### src/rtl/fm_sb_pkg.sv
// Shared types and defaults for the spy-buffer freeze/playback sequencer.
package fm_sb_pkg;

  typedef enum logic [2:0] {
    IDLE      = 3'd0,
    ARMED     = 3'd1,
    POST_TRIG = 3'd2,
    FROZEN    = 3'd3,
    INIT      = 3'd4
  } fm_sb_seq_state_t;

  localparam int unsigned PB_MODE_WIDTH       = 2;
  localparam int unsigned INIT_CYCLES_DEFAULT = 1024;
  localparam int unsigned EVT_CNT_W           = 16;

  // Counter width able to hold n-1, never narrower than one bit.
  function automatic int unsigned cnt_width(input int unsigned n);
    return (n > 1) ? $clog2(n) : 1;
  endfunction

endpackage

### src/rtl/fm_sb_mask_apply.sv
// Per-channel registered masking: each channel outputs 0 when masked, else the shared value.
module fm_sb_mask_apply #(
  parameter int unsigned SB_N = 96,
  parameter int unsigned DW   = 1
) (
  input  logic                 clk,
  input  logic                 rst,
  input  logic [DW-1:0]        value,
  input  logic [SB_N-1:0]      mask,
  output logic [SB_N*DW-1:0]   out_q
);

  logic [SB_N*DW-1:0] out_d;

  always_comb begin
    out_d = '0;
    for (int unsigned i = 0; i < SB_N; i++) begin
      out_d[i*DW +: DW] = mask[i] ? '0 : value;
    end
  end

  always_ff @(posedge clk) begin
    if (rst) begin
      out_q <= '0;
    end else begin
      out_q <= out_d;
    end
  end

endmodule

### src/rtl/fm_sb_freeze_seq.sv
// Spy-buffer freeze/playback sequencer: arm, trigger, post-trigger delay, release, timed init.
// Optional freeze event counter enabled by defining FM_SB_FREEZE_CNT_EN.
module fm_sb_freeze_seq
  import fm_sb_pkg::*;
#(
  parameter int unsigned SB_N        = 96,
  parameter int unsigned PB_MODE_W   = PB_MODE_WIDTH,
  parameter int unsigned POST_W      = 16,
  parameter int unsigned INIT_CYCLES = INIT_CYCLES_DEFAULT
) (
  input  logic                  axi_clk,
  input  logic                  axi_reset,
  input  logic                  global_freeze,
  input  logic [PB_MODE_W-1:0]  global_pb_mode,
  input  logic [SB_N-1:0]       freeze_mask,
  input  logic [SB_N-1:0]       playback_mask,
  input  logic                  arm,
  input  logic                  disarm,
  input  logic                  ext_trigger,
  input  logic                  release_req,
  input  logic                  init_req,
  input  logic [POST_W-1:0]     post_trig_len,
  output logic [SB_N-1:0]       freeze,
  output logic [PB_MODE_W-1:0]  playback_mode [SB_N],
  output logic                  init_spy_mem,
  output fm_sb_seq_state_t      state,
  output logic [POST_W-1:0]     post_cnt,
  output logic [EVT_CNT_W-1:0]  freeze_evt_cnt
);

  localparam int unsigned INIT_CNT_W = cnt_width(INIT_CYCLES);
  localparam logic [INIT_CNT_W-1:0] INIT_LOAD = INIT_CNT_W'(INIT_CYCLES - 1);

  fm_sb_seq_state_t        state_q, state_d;
  logic [POST_W-1:0]       post_cnt_q, post_cnt_d;
  logic [INIT_CNT_W-1:0]   init_cnt_q, init_cnt_d;
  logic [PB_MODE_W-1:0]    pb_mode_q, pb_mode_d;
  logic                    init_spy_mem_q, init_spy_mem_d;

  logic                    frz_val;
  logic [PB_MODE_W-1:0]    pb_val;
  logic [SB_N*PB_MODE_W-1:0] pb_flat;

  // Sequencer next-state; init counter holds INIT for exactly INIT_CYCLES cycles.
  always_comb begin
    state_d    = state_q;
    post_cnt_d = post_cnt_q;
    init_cnt_d = init_cnt_q;
    case (state_q)
      IDLE: begin
        if (init_req) begin
          state_d    = INIT;
          init_cnt_d = INIT_LOAD;
        end else if (global_freeze) begin
          state_d = FROZEN;
        end else if (arm) begin
          state_d = ARMED;
        end
      end
      ARMED: begin
        if (global_freeze) begin
          state_d = FROZEN;
        end else if (ext_trigger) begin
          if (post_trig_len == '0) begin
            state_d = FROZEN;
          end else begin
            state_d    = POST_TRIG;
            post_cnt_d = post_trig_len;
          end
        end else if (disarm) begin
          state_d = IDLE;
        end
      end
      POST_TRIG: begin
        if (global_freeze || (post_cnt_q <= POST_W'(1))) begin
          state_d    = FROZEN;
          post_cnt_d = '0;
        end else begin
          post_cnt_d = post_cnt_q - POST_W'(1);
        end
      end
      FROZEN: begin
        if (init_req) begin
          state_d    = INIT;
          init_cnt_d = INIT_LOAD;
        end else if (release_req && !global_freeze) begin
          state_d = IDLE;
        end
      end
      INIT: begin
        if (init_cnt_q == '0) begin
          state_d = IDLE;
        end else begin
          init_cnt_d = init_cnt_q - INIT_CNT_W'(1);
        end
      end
      default: state_d = IDLE;
    endcase
  end

  // Playback mode is only sampled while the buffers are idle or frozen.
  always_comb begin
    pb_mode_d      = pb_mode_q;
    init_spy_mem_d = (state_q == INIT);
    if ((state_q == IDLE) || (state_q == FROZEN)) begin
      pb_mode_d = global_pb_mode;
    end
  end

  always_ff @(posedge axi_clk) begin
    if (axi_reset) begin
      state_q        <= IDLE;
      post_cnt_q     <= '0;
      init_cnt_q     <= '0;
      pb_mode_q      <= '0;
      init_spy_mem_q <= 1'b0;
    end else begin
      state_q        <= state_d;
      post_cnt_q     <= post_cnt_d;
      init_cnt_q     <= init_cnt_d;
      pb_mode_q      <= pb_mode_d;
      init_spy_mem_q <= init_spy_mem_d;
    end
  end

  assign frz_val = (state_q == FROZEN);
  assign pb_val  = (state_q == INIT) ? '0 : pb_mode_q;

  fm_sb_mask_apply #(
    .SB_N (SB_N),
    .DW   (1)
  ) u_freeze_mask (
    .clk   (axi_clk),
    .rst   (axi_reset),
    .value (frz_val),
    .mask  (freeze_mask),
    .out_q (freeze)
  );

  fm_sb_mask_apply #(
    .SB_N (SB_N),
    .DW   (PB_MODE_W)
  ) u_pb_mask (
    .clk   (axi_clk),
    .rst   (axi_reset),
    .value (pb_val),
    .mask  (playback_mask),
    .out_q (pb_flat)
  );

  for (genvar i = 0; i < SB_N; i++) begin : g_pb
    assign playback_mode[i] = pb_flat[i*PB_MODE_W +: PB_MODE_W];
  end

  assign init_spy_mem = init_spy_mem_q;
  assign state        = state_q;
  assign post_cnt     = post_cnt_q;

`ifdef FM_SB_FREEZE_CNT_EN
  logic [EVT_CNT_W-1:0] evt_cnt_q, evt_cnt_d;

  // Count FROZEN entries, saturating; an INIT entry wipes the history.
  always_comb begin
    evt_cnt_d = evt_cnt_q;
    if ((state_d == INIT) && (state_q != INIT)) begin
      evt_cnt_d = '0;
    end else if ((state_d == FROZEN) && (state_q != FROZEN) && (evt_cnt_q != '1)) begin
      evt_cnt_d = evt_cnt_q + EVT_CNT_W'(1);
    end
  end

  always_ff @(posedge axi_clk) begin
    if (axi_reset) begin
      evt_cnt_q <= '0;
    end else begin
      evt_cnt_q <= evt_cnt_d;
    end
  end

  assign freeze_evt_cnt = evt_cnt_q;
`else
  assign freeze_evt_cnt = '0;
`endif

endmodule
### config.mk
export PLATFORM = sky130hd
export DESIGN_NAME = fm_sb_freeze_seq
export DESIGN_NICKNAME = d
export VERILOG_FILES = /design/src/rtl/fm_sb_pkg.sv /design/src/rtl/fm_sb_mask_apply.sv /design/src/rtl/fm_sb_freeze_seq.sv
export SDC_FILE = /design/constraint.sdc
export NUM_CORES = 1
export LEC_CHECK = 0
export ABC_CLOCK_PERIOD_IN_PS = 5040
export BUFFER_PORTS_ARGS = -buffer_cell sky130_fd_sc_hd__buf_2
export CAP_MARGIN = 10
export CORE_AREA = 2 2 212 214
export CTS_CLUSTER_SIZE = 28
export DETAILED_ROUTE_END_ITERATION = 8
export DIE_AREA = 0 0 214 216
export GPL_TIMING_DRIVEN = 0
export HOLD_SLACK_MARGIN = 0.06
export REMOVE_ABC_BUFFERS = 1
export SLEW_MARGIN = 0
export SYNTH_ARGS = -nofsm -noshare
export SYNTH_HDL_FRONTEND = slang
export SYNTH_SLANG_ARGS = --single-unit
### constraint.sdc
create_clock -name axi_clk -period 5.04 [get_ports axi_clk]
set_input_delay 0.504 -clock axi_clk [delete_from_list [all_inputs] [get_ports axi_clk]]
set_output_delay 0.504 -clock axi_clk [all_outputs]
set_load 0.02 [all_outputs]
==> results by group <==
Timing
  • Actual slew at the worst max-slew pin: 0.793 ns
  • Slew HR: 0.471
  • Hold slack: 0.116 ns
  • Setup TNS: 0 ns
  • Max-slew violation count: 0
  • Setup WS post-layout: 2.20 ns
  • Final Hold Fails: 0
  • Clk_skew: 0.0230 ns
  • RSZ-0062 raised after global routing: false
  • FMAX: between 300 and 400 MHz
  • Final period utilization: 0.563
  • Crit path time final: 2.84 ns
  • Setup violations, final: 0

Synth
  • Synth async-reset ratio: 0
  • Netlist cell types: 63
  • Avg Cell Area, Syn: approximately 11 um^2
  • Post-Syn Instances: 893
  • Post-synth EDFFs: 0
  • Sequential area share after synthesis: 0.677
  • Yosys warns: 0
  • Ranking of synthesized cells by area: dfxtp_1, nor3_1, nor2_1
  • #FFs+latches synth: 320
  • Synth Cell Area: 9460 um^2
  • Synth Flop Type: dfxtp_1
  • Yosys top cell by area: dfxtp_1
  • Synth top area share: 0.677

Flow run
  • Number of max-cap violations: 0

Worst setup path
  • Crit. Startpoint: state[1]$_SDFFE_PP0P_
  • Critical Path Start Type: flip-flop
  • R2R Path End: post_cnt[11]$_SDFFE_PP0P_
  • Critical path capture point type: flip-flop
  • CP arrival: 3.27 ns
  • CP Class: reg -> reg
  • Crit Path Max Fanout: 20
  • Worst reg-to-reg path cell count: 5
  • Worst r2r src: state[1]$_SDFFE_PP0P_
  • Required @ worst endpoint: 5.47 ns
  • R2R Setup Slk: 2.20 ns

Run status
  • Status: finished, final reports clean

Clocking
  • Number of CTS-inserted buffers: 34
  • Post-CTS sizing: 0
  • Worst skew pair latency: approximately 0.53 ns
  • CTS tree: done
  • H-tree levels: 2
  • Clk root buf: clkbuf_16
  • # hold bufs at CTS: 0
  • Sink Count: 320
  • Max clock buf depth: 3
  • Setup bufs post-CTS: 0
  • Clock transition at the registers of the reported paths: ~0.07 ns

Pwr
  • Lkg Pwr: 6.67 nW
  • Total power draw: 7.36 mW
  • Worst VDD drop: 0.328 mV
  • Pwr Density: approximately 540 nW/um^2

Cells and area
  • Design Area, Final: 13800 um^2
  • Final Non-Filler Cells: 2008
  • Nets: 1613
  • Util after Layout: 0.314
  • Share of layout cells above drive strength 1: 0.424
  • Fillers: 4539
  • Area delta synth->final: 45.4%

Hold path
  • Worst hold start: freeze_mask[48]
  • Hold Crit Class: in -> reg
  • Hold depth: 2
  • Worst hold endpoint: u_freeze_mask.out_q[48]$_SDFF_PP0_

Global routing
  • Vias in the first global route: 8250
  • Largest net degree at the start of global routing: 141
  • GRT Overall Usage: 0.123
  • Initial antenna violation count: 6
  • Gr ovfl total: 0
  • Global-route wire length before repair: 45.3 mm

Route
  • Vias per cell: 4.19
  • Vias: approximately 8400
  • DRT antenna net count: 0
  • DR pass1 iterations: 4
  • Routed WL per cell: 14.9 um
  • Drc violations: 0
  • Initial DRC Count: around 350
  • Final WL: about 30 mm

Floorplan
  • Starting Density: 0.216
  • Die Span Y: about 220 um
  • Ports: 542
  • # rows: 77
  • Die area: 46200 um^2
  • Core area: 43800 um^2
  • Die W: 214 um

Placement
  • DP Worst Slack: between 2 and 2.5 ns
  • Final HPWL DP: 22.3 mm
  • Routability Congestion: around 0.96
  • Placed cell count: 1948
  • Placed Area: 12600 um^2
  • Port Buffer Count: 525
worst max-delay path, stage by stage (launching register included):
cell	delay, ns
dfxtp_1	0.58
or3b_1	0.74
or2_0	0.50
a21oi_2	0.50
a21oi_1	0.14
o32ai_1	0.27
power breakdown:
group          leakage (nW)  total, mW  switching (mW)  internal [mW]
Combinational          3.52       1.88            1.22          0.660
Clock                 0.550       2.49            1.00           1.49
Sequential             2.59       3.00           0.187           2.81
cell usage after synthesis (4+ instances only):
| library cell | count |
|---|---|
| a211oi_1 | 5 |
| a21oi_1 | 29 |
| a22oi_1 | 4 |
| buf_1 | 12 |
| buf_4 | 16 |
| clkbuf_1 | 45 |
| dfxtp_1 | 320 |
| inv_1 | 9 |
| mux2i_1 | 6 |
| nand2_1 | 23 |
| nand3_1 | 4 |
| nor2_1 | 115 |
| nor3_1 | 201 |
| nor4_1 | 9 |
| o21ai_0 | 6 |
| o32ai_1 | 11 |
| or2_2 | 4 |
| or3_1 | 5 |
| xnor2_1 | 6 |
worst max-delay path by stage:
| stage | end | slack, ns | cells past startpoint |
|---|---|---|---|
| 2_1_floorplan | u_freeze_mask.out_q[0]$_SDFF_PP0_ | 2.31 | 2 |
| 3_3_place_gp | u_freeze_mask.out_q[2]$_SDFF_PP0_ | -1.76 | 4 |
| 3_5_place_dp | post_cnt[11]$_SDFFE_PP0P_ | 2.26 | 5 |
| 4_1_cts | post_cnt[11]$_SDFFE_PP0P_ | 2.26 | 5 |
| 5_1_grt | post_cnt[11]$_SDFFE_PP0P_ | 2.02 | 5 |
| 6_report | post_cnt[11]$_SDFFE_PP0P_ | 2.20 | 5 |
flip-flops by register name, summed over array words and instances (netlist names):
register             cells
u_pb_mask.out_q        192
state                    3
pb_mode_q                2
u_freeze_mask.out_q     96
init_spy_mem             1
post_cnt                16
init_cnt_q              10
metal layers:
layer / vias to the layer above / share of wire / GRT usage
met5: - / 0.0017 / 0
met4: 8 / 0.022 / 0.0375
met3: 53 / 0.11 / 0.0553
met2: 436 / 0.48 / 0.209
met1: 3887 / 0.39 / 0.137
li1: 4037 / - / -
placed cells by master, fill, tap and decap left out, types with 4 or more instances in the layout:
cell type  synthesis  layout
nor3_1           201     201
clkbuf_8           2       7
xnor2_1            6       6
a211oi_1           5       5
o32ai_1           11      11
or3_1              5       5
clkbuf_16          0      35
nand2_1           23      21
buf_2              3     524
nor2_1           115     115
o21ai_0            6       6
a22oi_1            4       4
conb_1             1      16
mux2i_1            6       6
clkbuf_1          45       8
dfxtp_1          320     320
buf_16             0       4
inv_1              9       9
nor4_1             9       9
or2_2              4       4
a21oi_1           29      29
final cells by class:
class | instances | area, um^2 | area share
clock inverters | 9 | 124 | 0.00900
clock buffers | 50 | 1000 | 0.0729
multi-input cells | 498 | 2700 | 0.196
repair buffers | 529 | 2750 | 0.200
diodes | 1 | 2.50 | 0.000182
inverters | 9 | 33.8 | 0.00246
well taps | 592 | 741 | 0.0538
flip-flops and latches | 320 | 6410 | 0.466
cell families after synthesis:
| logic type | share of synthesized area |
|---|---|
| xor+xnor | 0.00833 |
| simple gates | 0.199 |
| compound gates | 0.0585 |
| fa+ha+maj | 0.00397 |
| mux | 0.00635 |
| buf+inv | 0.0463 |
| other cells | 0.000396 |
| flops | 0.677 |
Note: power is estimated with default switching activity, not from simulation.
